## src/rtl/fetch_if.sv

```systemverilog
// Fetch-stage bus bundle: PC/instruction memory, hazard and redirect inputs, IF/ID outputs.
// Signal prefixes are from the fetch stage's point of view (slave modport).
interface fetch_if;
    logic [31:0] o_pc;
    logic [31:0] i_instr_code;
    logic        i_stall;
    logic        i_branch_taken;
    logic [31:0] i_branch_target;
    logic        i_jump;
    logic [31:0] o_ifid_instr;
    logic [31:0] o_ifid_pc4;
    logic        o_ifid_valid;
    logic        o_fetch_fault;
    logic [31:0] o_fetch_count;

    modport slave (
        input  i_instr_code, i_stall, i_branch_taken, i_branch_target, i_jump,
        output o_pc, o_ifid_instr, o_ifid_pc4, o_ifid_valid, o_fetch_fault, o_fetch_count
    );

    modport master (
        output i_instr_code, i_stall, i_branch_taken, i_branch_target, i_jump,
        input  o_pc, o_ifid_instr, o_ifid_pc4, o_ifid_valid, o_fetch_fault, o_fetch_count
    );
endinterface

```

## src/rtl/fetch_stage.sv

```systemverilog
// Instruction-fetch stage: PC register, next-PC select, IF/ID register and bad-address trap.
// state | meaning:  RUN = normal fetching,  FAULT = bad address seen, wait for a redirect
module fetch_stage #(
    parameter logic [31:0] RESET_PC   = 32'h0000_0000,
    parameter int          IMEM_BYTES = 128
) (
    input  logic   i_clk,
    input  logic   i_rst,
    fetch_if.slave bus
);
    localparam logic [0:0]  ST_RUN    = 1'b0;
    localparam logic [0:0]  ST_FAULT  = 1'b1;
    localparam logic [31:0] LAST_WORD = 32'(IMEM_BYTES - 4);

    logic [0:0]  r_state;
    logic [31:0] r_pc;
    logic [31:0] r_ifid_instr;
    logic [31:0] r_ifid_pc4;
    logic        r_ifid_valid;
    logic        r_fetch_fault;
    logic [31:0] r_fetch_count;

    logic        w_bad_addr;
    logic        w_jump_act;
    logic        w_redirect;
    logic        w_in_fault;
    logic [31:0] w_pc4;
    logic [31:0] w_jump_target;
    logic [31:0] w_pc_next;

    assign w_bad_addr    = (r_pc[1:0] != 2'b00) || (r_pc > LAST_WORD);
    assign w_jump_act    = bus.i_jump && r_ifid_valid;
    assign w_redirect    = bus.i_branch_taken || w_jump_act;
    assign w_in_fault    = (r_state == ST_FAULT);
    assign w_pc4         = r_pc + 32'd4;
    assign w_jump_target = {r_ifid_pc4[31:28], r_ifid_instr[25:0], 2'b00};

    // A bad address holds the PC on the trapping edge too, so the faulting pc stays visible.
    always_comb begin
        w_pc_next = w_pc4;
        if (bus.i_branch_taken)
            w_pc_next = bus.i_branch_target;
        else if (w_jump_act)
            w_pc_next = w_jump_target;
        else if (bus.i_stall || w_in_fault || w_bad_addr)
            w_pc_next = r_pc;
    end

    always_ff @(posedge i_clk or posedge i_rst) begin
        if (i_rst)
            r_pc <= RESET_PC;
        else
            r_pc <= w_pc_next;
    end

    always_ff @(posedge i_clk or posedge i_rst) begin
        if (i_rst) begin
            r_ifid_instr  <= 32'd0;
            r_ifid_pc4    <= 32'd0;
            r_ifid_valid  <= 1'b0;
            r_fetch_count <= 32'd0;
        end else if (w_redirect) begin
            r_ifid_instr  <= 32'd0;
            r_ifid_pc4    <= 32'd0;
            r_ifid_valid  <= 1'b0;
        end else if (bus.i_stall) begin
            r_ifid_instr  <= r_ifid_instr;
        end else if (w_in_fault || w_bad_addr) begin
            r_ifid_instr  <= 32'd0;
            r_ifid_pc4    <= 32'd0;
            r_ifid_valid  <= 1'b0;
        end else begin
            r_ifid_instr  <= bus.i_instr_code;
            r_ifid_pc4    <= w_pc4;
            r_ifid_valid  <= 1'b1;
            r_fetch_count <= r_fetch_count + 32'd1;
        end
    end

    always_ff @(posedge i_clk or posedge i_rst) begin
        if (i_rst) begin
            r_state       <= ST_RUN;
            r_fetch_fault <= 1'b0;
        end else begin
            case (r_state)
                ST_RUN: begin
                    if (w_bad_addr && !w_redirect) begin
                        r_state       <= ST_FAULT;
                        r_fetch_fault <= 1'b1;
                    end
                end
                default: begin
                    if (w_redirect)
                        r_state <= ST_RUN;
                end
            endcase
        end
    end

    assign bus.o_pc          = r_pc;
    assign bus.o_ifid_instr  = r_ifid_instr;
    assign bus.o_ifid_pc4    = r_ifid_pc4;
    assign bus.o_ifid_valid  = r_ifid_valid;
    assign bus.o_fetch_fault = r_fetch_fault;
    assign bus.o_fetch_count = r_fetch_count;
endmodule
```

## src/flat_wrapper.sv

```systemverilog
// flat-port wrapper written by rule: the top's interface ports become plain ports
module fetch_stage_flat 
#(
    parameter logic [31:0] RESET_PC   = 32'h0000_0000,
    parameter int          IMEM_BYTES = 128
)
  (i_clk, i_rst, bus_i_instr_code, bus_i_stall, bus_i_branch_taken, bus_i_branch_target, bus_i_jump, bus_o_pc, bus_o_ifid_instr, bus_o_ifid_pc4, bus_o_ifid_valid, bus_o_fetch_fault, bus_o_fetch_count);
  fetch_if bus_i ();
  input  logic i_clk;
  input  logic i_rst;
  input wire logic [$bits(bus_i.i_instr_code)-1:0] bus_i_instr_code;
  input wire logic [$bits(bus_i.i_stall)-1:0] bus_i_stall;
  input wire logic [$bits(bus_i.i_branch_taken)-1:0] bus_i_branch_taken;
  input wire logic [$bits(bus_i.i_branch_target)-1:0] bus_i_branch_target;
  input wire logic [$bits(bus_i.i_jump)-1:0] bus_i_jump;
  output wire logic [$bits(bus_i.o_pc)-1:0] bus_o_pc;
  output wire logic [$bits(bus_i.o_ifid_instr)-1:0] bus_o_ifid_instr;
  output wire logic [$bits(bus_i.o_ifid_pc4)-1:0] bus_o_ifid_pc4;
  output wire logic [$bits(bus_i.o_ifid_valid)-1:0] bus_o_ifid_valid;
  output wire logic [$bits(bus_i.o_fetch_fault)-1:0] bus_o_fetch_fault;
  output wire logic [$bits(bus_i.o_fetch_count)-1:0] bus_o_fetch_count;
  assign bus_i.i_instr_code = bus_i_instr_code;
  assign bus_i.i_stall = bus_i_stall;
  assign bus_i.i_branch_taken = bus_i_branch_taken;
  assign bus_i.i_branch_target = bus_i_branch_target;
  assign bus_i.i_jump = bus_i_jump;
  assign bus_o_pc = bus_i.o_pc;
  assign bus_o_ifid_instr = bus_i.o_ifid_instr;
  assign bus_o_ifid_pc4 = bus_i.o_ifid_pc4;
  assign bus_o_ifid_valid = bus_i.o_ifid_valid;
  assign bus_o_fetch_fault = bus_i.o_fetch_fault;
  assign bus_o_fetch_count = bus_i.o_fetch_count;
  fetch_stage #(.RESET_PC(RESET_PC), .IMEM_BYTES(IMEM_BYTES)) u_core (.i_clk(i_clk), .i_rst(i_rst), .bus(bus_i));
endmodule
```

## config.mk

```make
export PLATFORM = sky130hd
export DESIGN_NAME = fetch_stage_flat
export DESIGN_NICKNAME = d
export VERILOG_FILES = /design/src/rtl/fetch_if.sv /design/src/rtl/fetch_stage.sv /design/src/flat_wrapper.sv
export SDC_FILE = /design/constraint.sdc
export NUM_CORES = 1
export LEC_CHECK = 0
export CORE_ASPECT_RATIO = 1.4
export CORE_MARGIN = 5
export CORE_UTILIZATION = 49
export DETAILED_ROUTE_END_ITERATION = 12
export GPL_TIMING_DRIVEN = 1
export PLACE_DENSITY = 0.86
export SETUP_SLACK_MARGIN = 0.2
export SKIP_LAST_GASP = 1
export SYNTH_ARGS = -nofsm -noshare
export SYNTH_HDL_FRONTEND = slang
export SYNTH_SLANG_ARGS = --single-unit
```

## constraint.sdc

```tcl
create_clock -name i_clk -period 10.05 [get_ports i_clk]
set_clock_uncertainty 0.1 [all_clocks]
set_input_delay 1.005 -clock i_clk [delete_from_list [all_inputs] [get_ports i_clk]]
set_output_delay 1.005 -clock i_clk [all_outputs]
set_load 0.1 [all_outputs]
```

==> run_results.csv <==
group,metric,value,unit
logic_synthesis,synth-seq-area-share,56.81,%
timing,hold_viol,0,
grt,antenna_found_initial,0,
hold_path,min_path_type,"reg -> reg",
logic_synthesis,synth_cells,530,
finish,layout-drive-gt1-share,5.986,%
clocking,cts_repair_resize_count,0,
logic_synthesis,ys.flop_type,"dfrtp_1",
clocking,cts-root-buf,"clkbuf_16",
finish,fin_nets,793,
grt,grtUsageTotal,26.58,%
clocking,clock_sinks,131,
logic_synthesis,netlist.area_leader.share,56.81,%
detailed_routing,drt-initial-drc-count,360,
clocking,clk_path_buf_depth,2,
power_and_ir_drop,combPwrFrac,15.7,%
placed_design,hpwl,12700,µm
detailed_routing,via_per_inst,5.864,
logic_synthesis,synth.largest_area_cell,"dfrtp_1",
logic_synthesis,synth_area_leaders,"dfrtp_1 (57%), a22o_1 (5.9%), xnor2_1 (3.6%)",
timing,rsz0062_at_grt,"no",
placed_design,portBuffers,198,
floorplanning,die_x,101.7,µm
logic_synthesis,syn_nets,601,
clocking,path_clk_slew,0.05,ns
worst_setup_path,cp.required,10.25,ns
logic_synthesis,synthArstFlopShare,100.0,%
placed_design,gp_congestion,0.8700,
timing,setup_viol,0,
clocking,cts_buffers,17,
detailed_routing,dr.pass1.iters,5,
detailed_routing,ant_nets,0,
detailed_routing,vias,5172,
detailed_routing,totalWireLength,18030,µm
power_and_ir_drop,cellLeakagePower,3.627,nW
grt,grt_max_degree,68,
floorplanning,num_rows,47,
timing,min_period,3.610,ns
worst_setup_path,cp.arrival,3.81,ns
finish,instances_no_fill,882,
grt,grt_pass1_vias,5538,
power_and_ir_drop,peakVddDrop,0.1400,mV
timing,setup_tns,0,ns
clocking,clock_latency,0.41,ns
placed_design,dp.cells,850,
logic_synthesis,synth_edf_count,0,
job,drv_cap,0,
floorplanning,core-area,11700,µm²
timing,slew_viol_final,0,
worst_setup_path,start_kind,"primary input",
clocking,postCtsSetupBuffers,0,
worst_setup_path,cp-end-kind,"register",
timing,fin_crit_sh,35.92,%
floorplanning,dieArea,14080,µm²
power_and_ir_drop,p_switching,0.0004033,W
timing,relSlewSlack,16.65,%
clocking,cts_tree,"done",
run_status,outcome,"finished clean",
logic_synthesis,yosys_warnings,0,
finish,layout_commonest_cell,"clkdlybuf4s50_1",
worst_setup_path,path_class,"in -> reg",
power_and_ir_drop,power_frac_seq,39.6,%
finish,synthToLayoutAreaGrowth,46.47,%
finish,antennaDiodeCount,0,
power_and_ir_drop,total_power,0.001433,W
power_and_ir_drop,intPower,0.001029,W
finish,most-common-layout-cells,"clkdlybuf4s50_1 (197), dfrtp_1 (131), nand2_1 (41), a22o_1 (39), nor2_1 (37)",
grt,overflow,0,
timing,worstMarginPinSlew,1.250,ns
timing,max_freq,277.0,MHz
floorplanning,dieHeight,138.4,µm
floorplanning,initial_utilization,49.31,%
floorplanning,io_pins,199,
logic_synthesis,syn_area,5771,µm²
logic_synthesis,avgSynthCellArea,10.89,µm²
power_and_ir_drop,power.share.clock,44.8,%
power_and_ir_drop,power_density,169.5,nW/µm²
grt,grt_first_pass_wirelength,29210,µm
logic_synthesis,ys_types,47,
logic_synthesis,ys_ff_latch,131,
clocking,holdBufCountCts,0,
power_and_ir_drop,sw_frac_of_total,28.15,%
worst_setup_path,cp_max_fo,26,
detailed_routing,drc,0,
clocking,cts_htree_levels,4,
detailed_routing,wl_per_cell,20.44,µm
==> per-stage QoR <==
step                hold slack [ns]  cell area, µm²  setup slack [ns]  util (%)
finish                       0.3818            8452             6.440     72.22
global route                 0.4039            8452             6.267     72.22
CTS                          0.3871            8452             6.496     72.22
detailed placement           0.3698            7840             6.074     66.99
global placement             0.3575            7840             6.179     66.99
floorplan                    0.4041            5771             5.447         -
==> layer usage <==
layer / global-route usage [%] / wire (µm) / vias to the layer above
met3: 8.115 / 1561 / 54
met4: 10.50 / 673 / 0
met5: 0 / 0 / -
met1: 31.04 / 6579 / 2514
met2: 45.00 / 9216 / 295
li1: - / - / 2309
==> cells by family (layout without fill, tap and decap cells) <==
group	count (synthesis)	in the layout	share of synthesized area, %
simple gates	198	198	18.37
flops	131	131	56.81
compound gates	116	116	14.27
xor+xnor	36	36	5.464
buf+inv	36	241	2.732
mux	11	11	1.930
fa+ha+maj	2	2	0.4336
==> final timing paths <==
path | endpoint | cells after the start | from | slack, ns
max in group asynchronous | u_core.bus.o_fetch_count[23]$_DFFE_PP0P_ | 3 | i_rst | 7.62
hold / removal | u_core.bus.o_ifid_pc4[11]$_DFFE_PP0P_ | 1 | u_core.bus.o_ifid_pc4[11]$_DFFE_PP0P_ | 0.38
hold reg to reg | u_core.bus.o_ifid_pc4[11]$_DFFE_PP0P_ | 1 | u_core.bus.o_ifid_pc4[11]$_DFFE_PP0P_ | 0.38
setup / recovery | u_core.bus.o_pc[18]$_DFFE_PP0P_ | 7 | bus_i_jump | 6.44
setup reg to reg | u_core.bus.o_pc[18]$_DFFE_PP0P_ | 6 | u_core.bus.o_ifid_valid$_DFFE_PP0P_ | 7.12
min in group asynchronous | u_core.bus.o_fetch_count[24]$_DFFE_PP0P_ | 2 | i_rst | 0.96
==> Yosys cell counts (2+ instances only) <==
| library cell | instances |
|---|---|
| and4_1 | 6 |
| a22oi_1 | 2 |
| nor4_1 | 13 |
| nand3_1 | 19 |
| a22o_1 | 39 |
| o31ai_1 | 4 |
| buf_2 | 9 |
| nand4_1 | 19 |
| and2_1 | 33 |
| mux2i_1 | 10 |
| clkbuf_1 | 16 |
| inv_1 | 7 |
| a21oi_1 | 13 |
| nor3_1 | 7 |
| o21a_1 | 2 |
| a31oi_1 | 7 |
| nor2_1 | 38 |
| nor4_2 | 2 |
| dfrtp_1 | 131 |
| o2bb2ai_1 | 3 |
| and3_1 | 11 |
| xnor2_1 | 24 |
| o21ai_0 | 30 |
| buf_4 | 3 |
| or3_1 | 4 |
| a31o_2 | 3 |
| a2bb2oi_1 | 2 |
| ha_1 | 2 |
| nand2_1 | 41 |
| xor2_1 | 12 |
| a221o_1 | 2 |
==> critical path, cell delays in order <==
cell             delay (ns)
clkdlybuf4s50_1        0.49
and2_1                 0.97
nor2_1                 0.37
o21ai_1                0.39
buf_4                  0.31
nand2_1                0.08
o22a_2                 0.18
==> power by group through the flow <==
stage	sequential, W	combinational [W]	clock, W
floorplan	0.000664	0.0000535	0
global placement	0.000573	0.000220	0
detailed placement	0.000574	0.000224	0
CTS	0.000566	0.000225	0.000650
global route	0.000568	0.000237	0.000675
finish	0.000567	0.000224	0.000642
==> sequential cells by signal (all words and copies together) (netlist names) <==
| signal | count |
|---|---|
| u_core.bus.o_fetch_count | 32 |
| u_core.bus.o_pc | 32 |
| u_core.bus.o_ifid_instr | 32 |
| u_core.bus.o_ifid_valid | 1 |
| u_core.r_state | 1 |
| u_core.bus.o_fetch_fault | 1 |
| u_core.bus.o_ifid_pc4 | 32 |
==> cell type report <==
class,instances,area [µm²]
sequential,131,3278
multi-input combinational,363,2344
timing repair buffer,201,1999
tap,147,183.9
inverter,8,35.03
clock inverter,9,153.9
fill,848,3251
clock buffer,23,457.9
(Power assumes the default switching activity.)
